## src/rtl/cdr_pkg.sv

```systemverilog
// Shared types and default constants for the CDR frame receiver.
package cdr_pkg;

    typedef enum logic [1:0] {
        HUNT,
        PAYLOAD,
        PARITY
    } rx_state_e;

    localparam int unsigned   DEF_SYNC_W      = 8;
    localparam logic [7:0]    DEF_SYNC_WORD   = 8'hA5;
    localparam int unsigned   DEF_DATA_W      = 16;
    localparam int unsigned   DEF_TIMEOUT_CYC = 64;

    // clk cycles per recovered bit on the CDR side
    localparam int unsigned   CDR_CLK_RATIO   = 4;

endpackage

```

## src/rtl/cdr_sync_det.sv

```systemverilog
// Sync-word hunter: serial shift register, saturating bit count and comparator.
module cdr_sync_det #(
    parameter int unsigned        SYNC_W    = 8,
    parameter logic [SYNC_W-1:0]  SYNC_WORD = 8'hA5
) (
    input  logic clk,
    input  logic rst,
    input  logic clr,
    input  logic bit_vld,
    input  logic bit_data,
    output logic sync_hit
);

    localparam int unsigned      CNT_W   = $clog2(SYNC_W + 1);
    localparam logic [CNT_W-1:0] CNT_MAX = CNT_W'(SYNC_W);

    logic [SYNC_W-1:0] shift_q, shift_d;
    logic [CNT_W-1:0]  cnt_q, cnt_d;

    always_comb begin
        shift_d = {shift_q[SYNC_W-2:0], bit_data};
        cnt_d   = (cnt_q == CNT_MAX) ? cnt_q : cnt_q + CNT_W'(1);
    end

    // Hit looks at the post-shift value so the FSM can leave HUNT on the same strobe.
    assign sync_hit = bit_vld && !clr && (cnt_d == CNT_MAX) && (shift_d == SYNC_WORD);

    always_ff @(posedge clk or posedge rst) begin
        if (rst) begin
            shift_q <= '0;
            cnt_q   <= '0;
        end else if (clr) begin
            shift_q <= '0;
            cnt_q   <= '0;
        end else if (bit_vld) begin
            shift_q <= shift_d;
            cnt_q   <= cnt_d;
        end
    end

endmodule

```

## src/rtl/cdr_frame_rx.sv

```systemverilog
// Frame receiver behind the oversampling CDR: sync hunt, MSB-first payload,
// even parity check and inactivity abort.
module cdr_frame_rx
    import cdr_pkg::*;
#(
    parameter int unsigned        SYNC_W      = DEF_SYNC_W,
    parameter logic [SYNC_W-1:0]  SYNC_WORD   = DEF_SYNC_WORD,
    parameter int unsigned        DATA_W      = DEF_DATA_W,
    parameter int unsigned        TIMEOUT_CYC = DEF_TIMEOUT_CYC
) (
    input  logic              clk,
    input  logic              rst,
    input  logic              bit_vld,
    input  logic              bit_data,
    output logic [DATA_W-1:0] frame_data,
    output logic              frame_vld,
    output logic              parity_err,
    output logic              timeout,
    output logic              sync_lock
);

    localparam int unsigned      TMR_W    = $clog2(TIMEOUT_CYC) + 1;
    localparam int unsigned      CNT_W    = $clog2(DATA_W) + 1;
    localparam logic [TMR_W-1:0] TMR_LAST = TMR_W'(TIMEOUT_CYC - 1);
    localparam logic [CNT_W-1:0] BIT_LAST = CNT_W'(DATA_W - 1);

    rx_state_e         state_q;
    logic [DATA_W-1:0] payload_q;
    logic [CNT_W-1:0]  bit_cnt_q;
    logic [TMR_W-1:0]  timer_q;
    logic              sync_hit;
    logic              hunt_clr;

    // Holding the hunter cleared outside HUNT gives every frame a fresh sync search.
    assign hunt_clr = (state_q != HUNT);

    cdr_sync_det #(
        .SYNC_W    (SYNC_W),
        .SYNC_WORD (SYNC_WORD)
    ) u_sync_det (
        .clk      (clk),
        .rst      (rst),
        .clr      (hunt_clr),
        .bit_vld  (bit_vld),
        .bit_data (bit_data),
        .sync_hit (sync_hit)
    );

    always_ff @(posedge clk or posedge rst) begin
        if (rst) begin
            state_q    <= HUNT;
            payload_q  <= '0;
            bit_cnt_q  <= '0;
            timer_q    <= '0;
            frame_data <= '0;
            frame_vld  <= 1'b0;
            parity_err <= 1'b0;
            timeout    <= 1'b0;
            sync_lock  <= 1'b0;
        end else begin
            frame_vld  <= 1'b0;
            parity_err <= 1'b0;
            timeout    <= 1'b0;
            unique case (state_q)
                HUNT: begin
                    timer_q <= '0;
                    if (sync_hit) begin
                        state_q   <= PAYLOAD;
                        sync_lock <= 1'b1;
                        bit_cnt_q <= '0;
                    end
                end
                PAYLOAD: begin
                    if (bit_vld) begin
                        payload_q <= {payload_q[DATA_W-2:0], bit_data};
                        bit_cnt_q <= bit_cnt_q + CNT_W'(1);
                        timer_q   <= '0;
                        if (bit_cnt_q == BIT_LAST) begin
                            state_q <= PARITY;
                        end
                    end else if (timer_q == TMR_LAST) begin
                        state_q   <= HUNT;
                        sync_lock <= 1'b0;
                        timeout   <= 1'b1;
                        timer_q   <= '0;
                        bit_cnt_q <= '0;
                    end else begin
                        timer_q <= timer_q + TMR_W'(1);
                    end
                end
                PARITY: begin
                    if (bit_vld) begin
                        if ((^payload_q) == bit_data) begin
                            frame_data <= payload_q;
                            frame_vld  <= 1'b1;
                        end else begin
                            parity_err <= 1'b1;
                        end
                        state_q   <= HUNT;
                        sync_lock <= 1'b0;
                        timer_q   <= '0;
                        bit_cnt_q <= '0;
                    end else if (timer_q == TMR_LAST) begin
                        state_q   <= HUNT;
                        sync_lock <= 1'b0;
                        timeout   <= 1'b1;
                        timer_q   <= '0;
                        bit_cnt_q <= '0;
                    end else begin
                        timer_q <= timer_q + TMR_W'(1);
                    end
                end
                default: begin
                    state_q   <= HUNT;
                    sync_lock <= 1'b0;
                    timer_q   <= '0;
                end
            endcase
        end
    end

endmodule

```

## config.mk

```make
export PLATFORM = sky130hd
export DESIGN_NAME = cdr_frame_rx
export DESIGN_NICKNAME = d
export VERILOG_FILES = /design/src/rtl/cdr_pkg.sv /design/src/rtl/cdr_sync_det.sv /design/src/rtl/cdr_frame_rx.sv
export SDC_FILE = /design/constraint.sdc
export NUM_CORES = 1
export LEC_CHECK = 0
export BUFFER_PORTS_ARGS = -buffer_cell sky130_fd_sc_hd__clkbuf_2
export CORE_ASPECT_RATIO = 0.6
export CORE_MARGIN = 5
export CORE_UTILIZATION = 35
export CTS_CLUSTER_DIAMETER = 100
export DETAILED_ROUTE_END_ITERATION = 7
export GPL_TIMING_DRIVEN = 0
export PLACE_DENSITY_LB_ADDON = 0.12
export REMOVE_ABC_BUFFERS = 1
export SLEW_MARGIN = 20
export SYNTH_ARGS = -nofsm -noshare
export SYNTH_HDL_FRONTEND = slang
export SYNTH_SLANG_ARGS = --single-unit
```

## constraint.sdc

```tcl
create_clock -name clk -period 3.26 [get_ports clk]
set_input_delay 0.489 -clock clk [delete_from_list [all_inputs] [get_ports clk]]
set_output_delay 0.489 -clock clk [all_outputs]
set_load 0.005 [all_outputs]
```

==> results of run 1 <==
-- cell families after synthesis --
family	count (synthesis)	synth area share, %
AO/OA/AOI/OAI	28	6.61
multiplexers	42	17.0
XOR/XNOR	21	7.30
buffers and inverters	21	3.01
adder cells (fa/ha/maj)	9	3.86
AND/OR/NAND/NOR	56	9.83
flip-flops	61	52.4
-- worst max-delay path by stage --
stage                              from                    end  slack, ns
global placement                    rst  u_sync_det.shift_q[0]       0.36
global route        u_sync_det.cnt_q[0]           bit_cnt_q[0]       0.44
floorplan           u_sync_det.cnt_q[0]           bit_cnt_q[0]       1.16
CTS                 u_sync_det.cnt_q[0]           bit_cnt_q[0]       0.73
detailed placement              bit_vld             state_q[0]       0.64
finish              u_sync_det.cnt_q[0]           bit_cnt_q[0]       0.72
-- metal layers --
layer	vias to the layer above	global-route usage [%]	wire length (um)
met2	32	15.1	2210
li1	889	-	-
met4	0	5.40	59
met1	847	17.9	3000
met3	6	4.52	221
met5	-	0	0
-- flip-flops by register name (all words and copies together) (netlist names) --
register            count
u_sync_det.cnt_q        4
bit_cnt_q               5
u_sync_det.shift_q      7
frame_data             16
payload_q              16
state_q                 2
sync_lock               1
timeout                 1
frame_vld               1
parity_err              1
timer_q                 7
-- per-stage QoR --
stage	area [um2]	std cells	total power [mW]	worst slack (ns)
global route	3500	379	2.30	0.436
detailed placement	3160	363	1.11	0.643
finish	3500	379	2.18	0.719
global placement	3130	362	1.11	0.361
floorplan	2880	231	1.05	1.16
CTS	3500	379	2.22	0.733
-- critical path, cell delays in order, from the launching register on --
cell	delay, ns
dfrtp_1	0.42
inv_1	0.10
ha_1	0.31
nor4b_1	0.31
nand4_1	0.21
o21ai_1	0.50
o211ai_1	0.24
mux2_2	0.32
-- power by group through the flow --
stage	combinational, mW	sequential [mW]	clock (mW)
after global placement	0.217	0.888	0
after global routing	0.259	0.885	1.15
after CTS	0.225	0.875	1.12
after detailed placement	0.225	0.888	0
final	0.221	0.876	1.09
after floorplan	0.179	0.871	0
-- area by class of cell --
cell class	instances	area (um2)
Clock buffer	12	246
Clock inverter	4	95.1
Fill cell	755	4480
Inverter	14	55.1
Multi-Input combinational cell	156	1300
Sequential cell	61	1530
Tap cell	108	135
Timing Repair Buffer	24	143
-- cells in the final DEF (no fill, tap or decap), types with 4 or more instances in the layout --
master / instances
dfrtp_1: 61
a31oi_1: 4
clkbuf_16: 9
xor2_1: 4
mux2_2: 24
inv_1: 13
nor2_1: 21
nand2_1: 13
xnor2_1: 14
nand3_1: 4
o21ai_0: 5
mux2i_1: 9
ha_1: 9
clkbuf_2: 23
mux2_4: 9
a21oi_1: 4
==> results.sh, run 1 <==
export IMPL_vias_per_cell=4.68
export IMPL_gr_usage_all_layers_pct=12.1
export IMPL_cts_tree="built"
export IMPL_tightest_slew_ns=0.972
export IMPL_cts_sinks=61
export IMPL_dpl_hpwl_um=3760
export IMPL_hold_viol=0
export IMPL_layout_min_cycle_time_ns=2.54
export IMPL_core_um2=7980
export IMPL_seq_area_frac_synth_pct=52.4
export IMPL_yosys_warnings=0
export IMPL_synth_flop_cell="dfrtp_1"
export IMPL_synth_cell_types=44
export IMPL_synth_seq_cells=61
export IMPL_synth_area_top_cells="dfrtp_1, mux2_2, mux2_4"
export IMPL_clkLatencyLatePin_ns=0.32
export IMPL_setup_tns_ns=0
export IMPL_die_x_um=128
export IMPL_post_cts_setup_buffers=0
export IMPL_pwr_share_seq_pct=40.1
export IMPL_postLayoutCoreUtil_pct=43.9
export IMPL_antenna_found_initial=0
export IMPL_drc=0
export IMPL_max_cap_violations=0
export IMPL_power_net_switching_uw=508
export IMPL_syn_area_um2=2910
export IMPL_overflow=0
export IMPL_wl_per_cell_um=14.5
export IMPL_path_class="flip-flop to flip-flop"
export IMPL_setup_viol=0
export IMPL_fin_skew_ns=0.00431
export IMPL_timing_rr_end="bit_cnt_q[0]"
export IMPL_cp_max_fo=7
export IMPL_max_freq_mhz=394
export IMPL_synth_top_area_share_pct=52.4
export IMPL_num_vias=1774
export IMPL_drtIter0Drc=149
export IMPL_clkPwrFrac_pct=49.8
export IMPL_ios=24
export IMPL_yosys_top_cells_count="dfrtp_1, mux2_2, nor2_1"
export IMPL_routabilityCongestion=0.763
export IMPL_cellPowerDensity_nw_per_um2=624
export IMPL_synth_edf_count=0
export IMPL_numCtsBuffers=9
export IMPL_peakVddDrop_uv=289
export IMPL_rows=25
export IMPL_cts_root_buffer_cell="clkbuf_16"
export IMPL_rsz0062_at_grt="no"
export IMPL_grt_pass1_wl_um=9460
export IMPL_r2r_start="u_sync_det.cnt_q[0]"
export IMPL_diodes=0
export IMPL_switching_share_pct=23.2
export IMPL_hold_class="primary input to asynchronous set/reset pin"
export IMPL_cts_clk_slew_worst_paths_ns=0.05
export IMPL_grt_start_max_net_pins=55
export IMPL_hold_ws_ns=0.0448
export IMPL_outcome="finished clean"
export IMPL_syn_area_per_cell_um2=12.2
export IMPL_ant_nets=0
export IMPL_dieHeight_um=80.7
export IMPL_fin_crit_sh_pct=77.9
export IMPL_drv_slew=0
export IMPL_synthArstFlopShare_pct=100
export IMPL_worst_ep_arrival_time_ns=2.75
export IMPL_slew_headroom_pct=35.0
export IMPL_postCtsResizedCells=0
export IMPL_pwr_share_comb_pct=10.1
export IMPL_cts_buffer_depth=2
export IMPL_grt_pass1_vias=1839
export IMPL_nNetsFinal=279
export IMPL_port_buffers=23
export IMPL_crit_path_start_kind="flip-flop"
export IMPL_cts_hold_buf=0
export IMPL_cp_end_kind="flip-flop"
export IMPL_yosys_area_top_type="dfrtp_1"
export IMPL_yosysMostFrequentCell="dfrtp_1"
export IMPL_cts_max_level=3
export IMPL_syn_inst=238
export IMPL_die_area_um2=10300
export IMPL_p_int_mw=1.68
export IMPL_rrSetupSlack_ns=0.72
export IMPL_drive_above_1_share_pct=28.8
export IMPL_wirelength_um=5490
export IMPL_drtPass1Iterations=4
export IMPL_crit_required_ns=3.47
export IMPL_syn2layout_area_growth_pct=20.1
export IMPL_start_util_pct=36.5
export IMPL_p_leak_nw=1.74
export IMPL_ff2ff_path_depth=7
No activity file was read; power rests on OpenSTA's default activity.
==> run 2, diff against run 1 <==
Clock period 3.26 ns to 2.6 ns, I/O delays scaled along.
==> run 2 against run 1 <==
Compared with the run above:
- non-clock buffer count grew 1
- clock skew increased by 0.00059 ns
- global-route usage did not move
- maximum frequency is 9.2% higher
- design area rose by 0.61%
- critical path depth fell by 1
- critical endpoint is now frame_data[4]
- total power up 26%
- sequential share of layout area is 0.26 points lower
- setup slack lost 0.45 ns
- utilization is 0.27 points higher
==> results.sh, run 2 (same netlist as run 1, synthesis figures left out) <==
export IMPL_outcome="finished clean"
export IMPL_final_cell_mix="dfrtp_1, mux2_2, clkbuf_2, nor2_1, xnor2_1"
export IMPL_layout_commonest_cell="dfrtp_1"
export IMPL_crit_top_cell="xnor2_2"
export IMPL_rsz0062_at_grt="no"
export IMPL_max_cap_violations=0
export IMPL_fin_skew_ns=0.00491
export IMPL_routabilityCongestion=0.763
export IMPL_route_top_layer_used="met4"
export IMPL_grt_pass1_wl_um=9460
export IMPL_post_cts_setup_buffers=0
export IMPL_cts_max_level=3
export IMPL_num_vias=1781
export IMPL_cts_root_buffer_cell="clkbuf_16"
export IMPL_rows=25
export IMPL_grt_start_max_net_pins=55
export IMPL_hold_viol=0
export IMPL_die_x_um=128
export IMPL_fin_area_um2=3520
export IMPL_path_class="flip-flop to flip-flop"
export IMPL_gr_usage_all_layers_pct=12.1
export IMPL_min_from="bit_data"
export IMPL_core_um2=7980
export IMPL_hold_ws_ns=0.399
export IMPL_reg_top3="frame_data (16), payload_q (16)"
export IMPL_grt_pass1_vias=1839
export IMPL_peakVddDrop_uv=363
export IMPL_postLayoutCoreUtil_pct=44.2
export IMPL_numCtsBuffers=9
export IMPL_slew_headroom_pct=34.8
export IMPL_clkLatencyLatePin_ns=0.32
export IMPL_tightest_slew_ns=0.975
export IMPL_drtPass1Iterations=4
export IMPL_port_buffers=23
export IMPL_fillCellCount=750
export IMPL_setup_viol=0
export IMPL_wl_met3_um=217
export IMPL_start_util_pct=36.5
export IMPL_wl_per_cell_um=14.5
export IMPL_cts_tree="built"
export IMPL_cp_end_kind="flip-flop"
export IMPL_diodes=0
export IMPL_hold_class="primary input to flip-flop"
export IMPL_p_leak_nw=1.75
export IMPL_wl_met1_um=3020
export IMPL_syn2layout_area_growth_pct=20.9
export IMPL_antenna_found_initial=0
export IMPL_ios=24
export IMPL_cp_slowest_cell="dfrtp_1"
export IMPL_ant_nets=0
export IMPL_cp_max_fo=17
export IMPL_cellPowerDensity_nw_per_um2=780
export IMPL_crit_path_start_kind="flip-flop"
export IMPL_vias_per_cell=4.69
export IMPL_nNetsFinal=280
export IMPL_worstPathCellList="xnor2_1 > xnor2_2 > xnor3_1 > xnor2_2 > nand3_4 > mux2_4"
export IMPL_fin_crit_sh_pct=89.5
export IMPL_worst_path_buf_inv=0
export IMPL_cp_startpoint="payload_q[3]"
export IMPL_critical_path_top_delay_family="XOR/XNOR gates"
export IMPL_worst_ep_arrival_time_ns=2.53
export IMPL_overflow=0
export IMPL_dpl_hpwl_um=3760
export IMPL_drv_slew=0
export IMPL_wirelength_um=5500
export IMPL_cts_sinks=61
export IMPL_r2r_start="payload_q[3]"
export IMPL_cts_buffer_depth=2
export IMPL_drtIter0Drc=132
export IMPL_drive_above_1_share_pct=29.0
export IMPL_crit_required_ns=2.81
export IMPL_die_area_um2=10300
export IMPL_slowest_delay_ns=0.41
export IMPL_max_freq_mhz=430
export IMPL_cts_clk_slew_worst_paths_ns=0.05
export IMPL_dieHeight_um=80.7
export IMPL_setup_tns_ns=0
export IMPL_layout_min_cycle_time_ns=2.33
export IMPL_wl_met2_um=2220
export IMPL_total_power_mw=2.75
export IMPL_dpl_cell_area_um2=3160
export IMPL_drc=0
## run 2: per-stage QoR
step	std cells	worst slack (ns)
6_report	380	0.273
5_1_grt	380	0.0184
3_3_place_gp	362	-0.200
2_1_floorplan	231	0.501
4_1_cts	380	0.0732
3_5_place_dp	363	0.0823
## run 2: area by class of cell
type,count,area (um2),share of cell area (%)
Timing Repair Buffer,25,153,4.33
Clock inverter,4,95.1,2.70
Inverter,14,55.1,1.56
Multi-Input combinational cell,156,1310,37.2
Sequential cell,61,1530,43.3
Tap cell,108,135,3.84
Clock buffer,12,246,7.00
## run 2: timing repair
action,4_1_cts,5_1_grt
hold buffers,1,0
setup endpoints to repair,0,5
gates resized for setup,0,2
hold endpoints to repair,7,0
## run 2: where the power goes
part	switching [mW]	internal [mW]
clock network	0.403	0.960
registers	0.0806	1.02
logic	0.159	0.126
total	0.643	2.10
## run 2: path summary, 6_finish.rpt
kind                                        to  cells after the start  slack (ns)
max in group asynchronous           timer_q[6]                      4        1.62
worst max register to register   frame_data[4]                      6        0.27
worst max-delay path             frame_data[4]                      6        0.27
worst min register to register      timer_q[0]                      1        0.46
worst min-delay path              payload_q[0]                      2        0.40
min in group asynchronous       frame_data[12]                      3        0.50
## run 2: per-layer routing
metal,vias to the layer above,track usage (%)
li1,889,-
met1,852,17.9
met2,34,15.1
met3,6,4.52
met4,0,5.40
met5,-,0
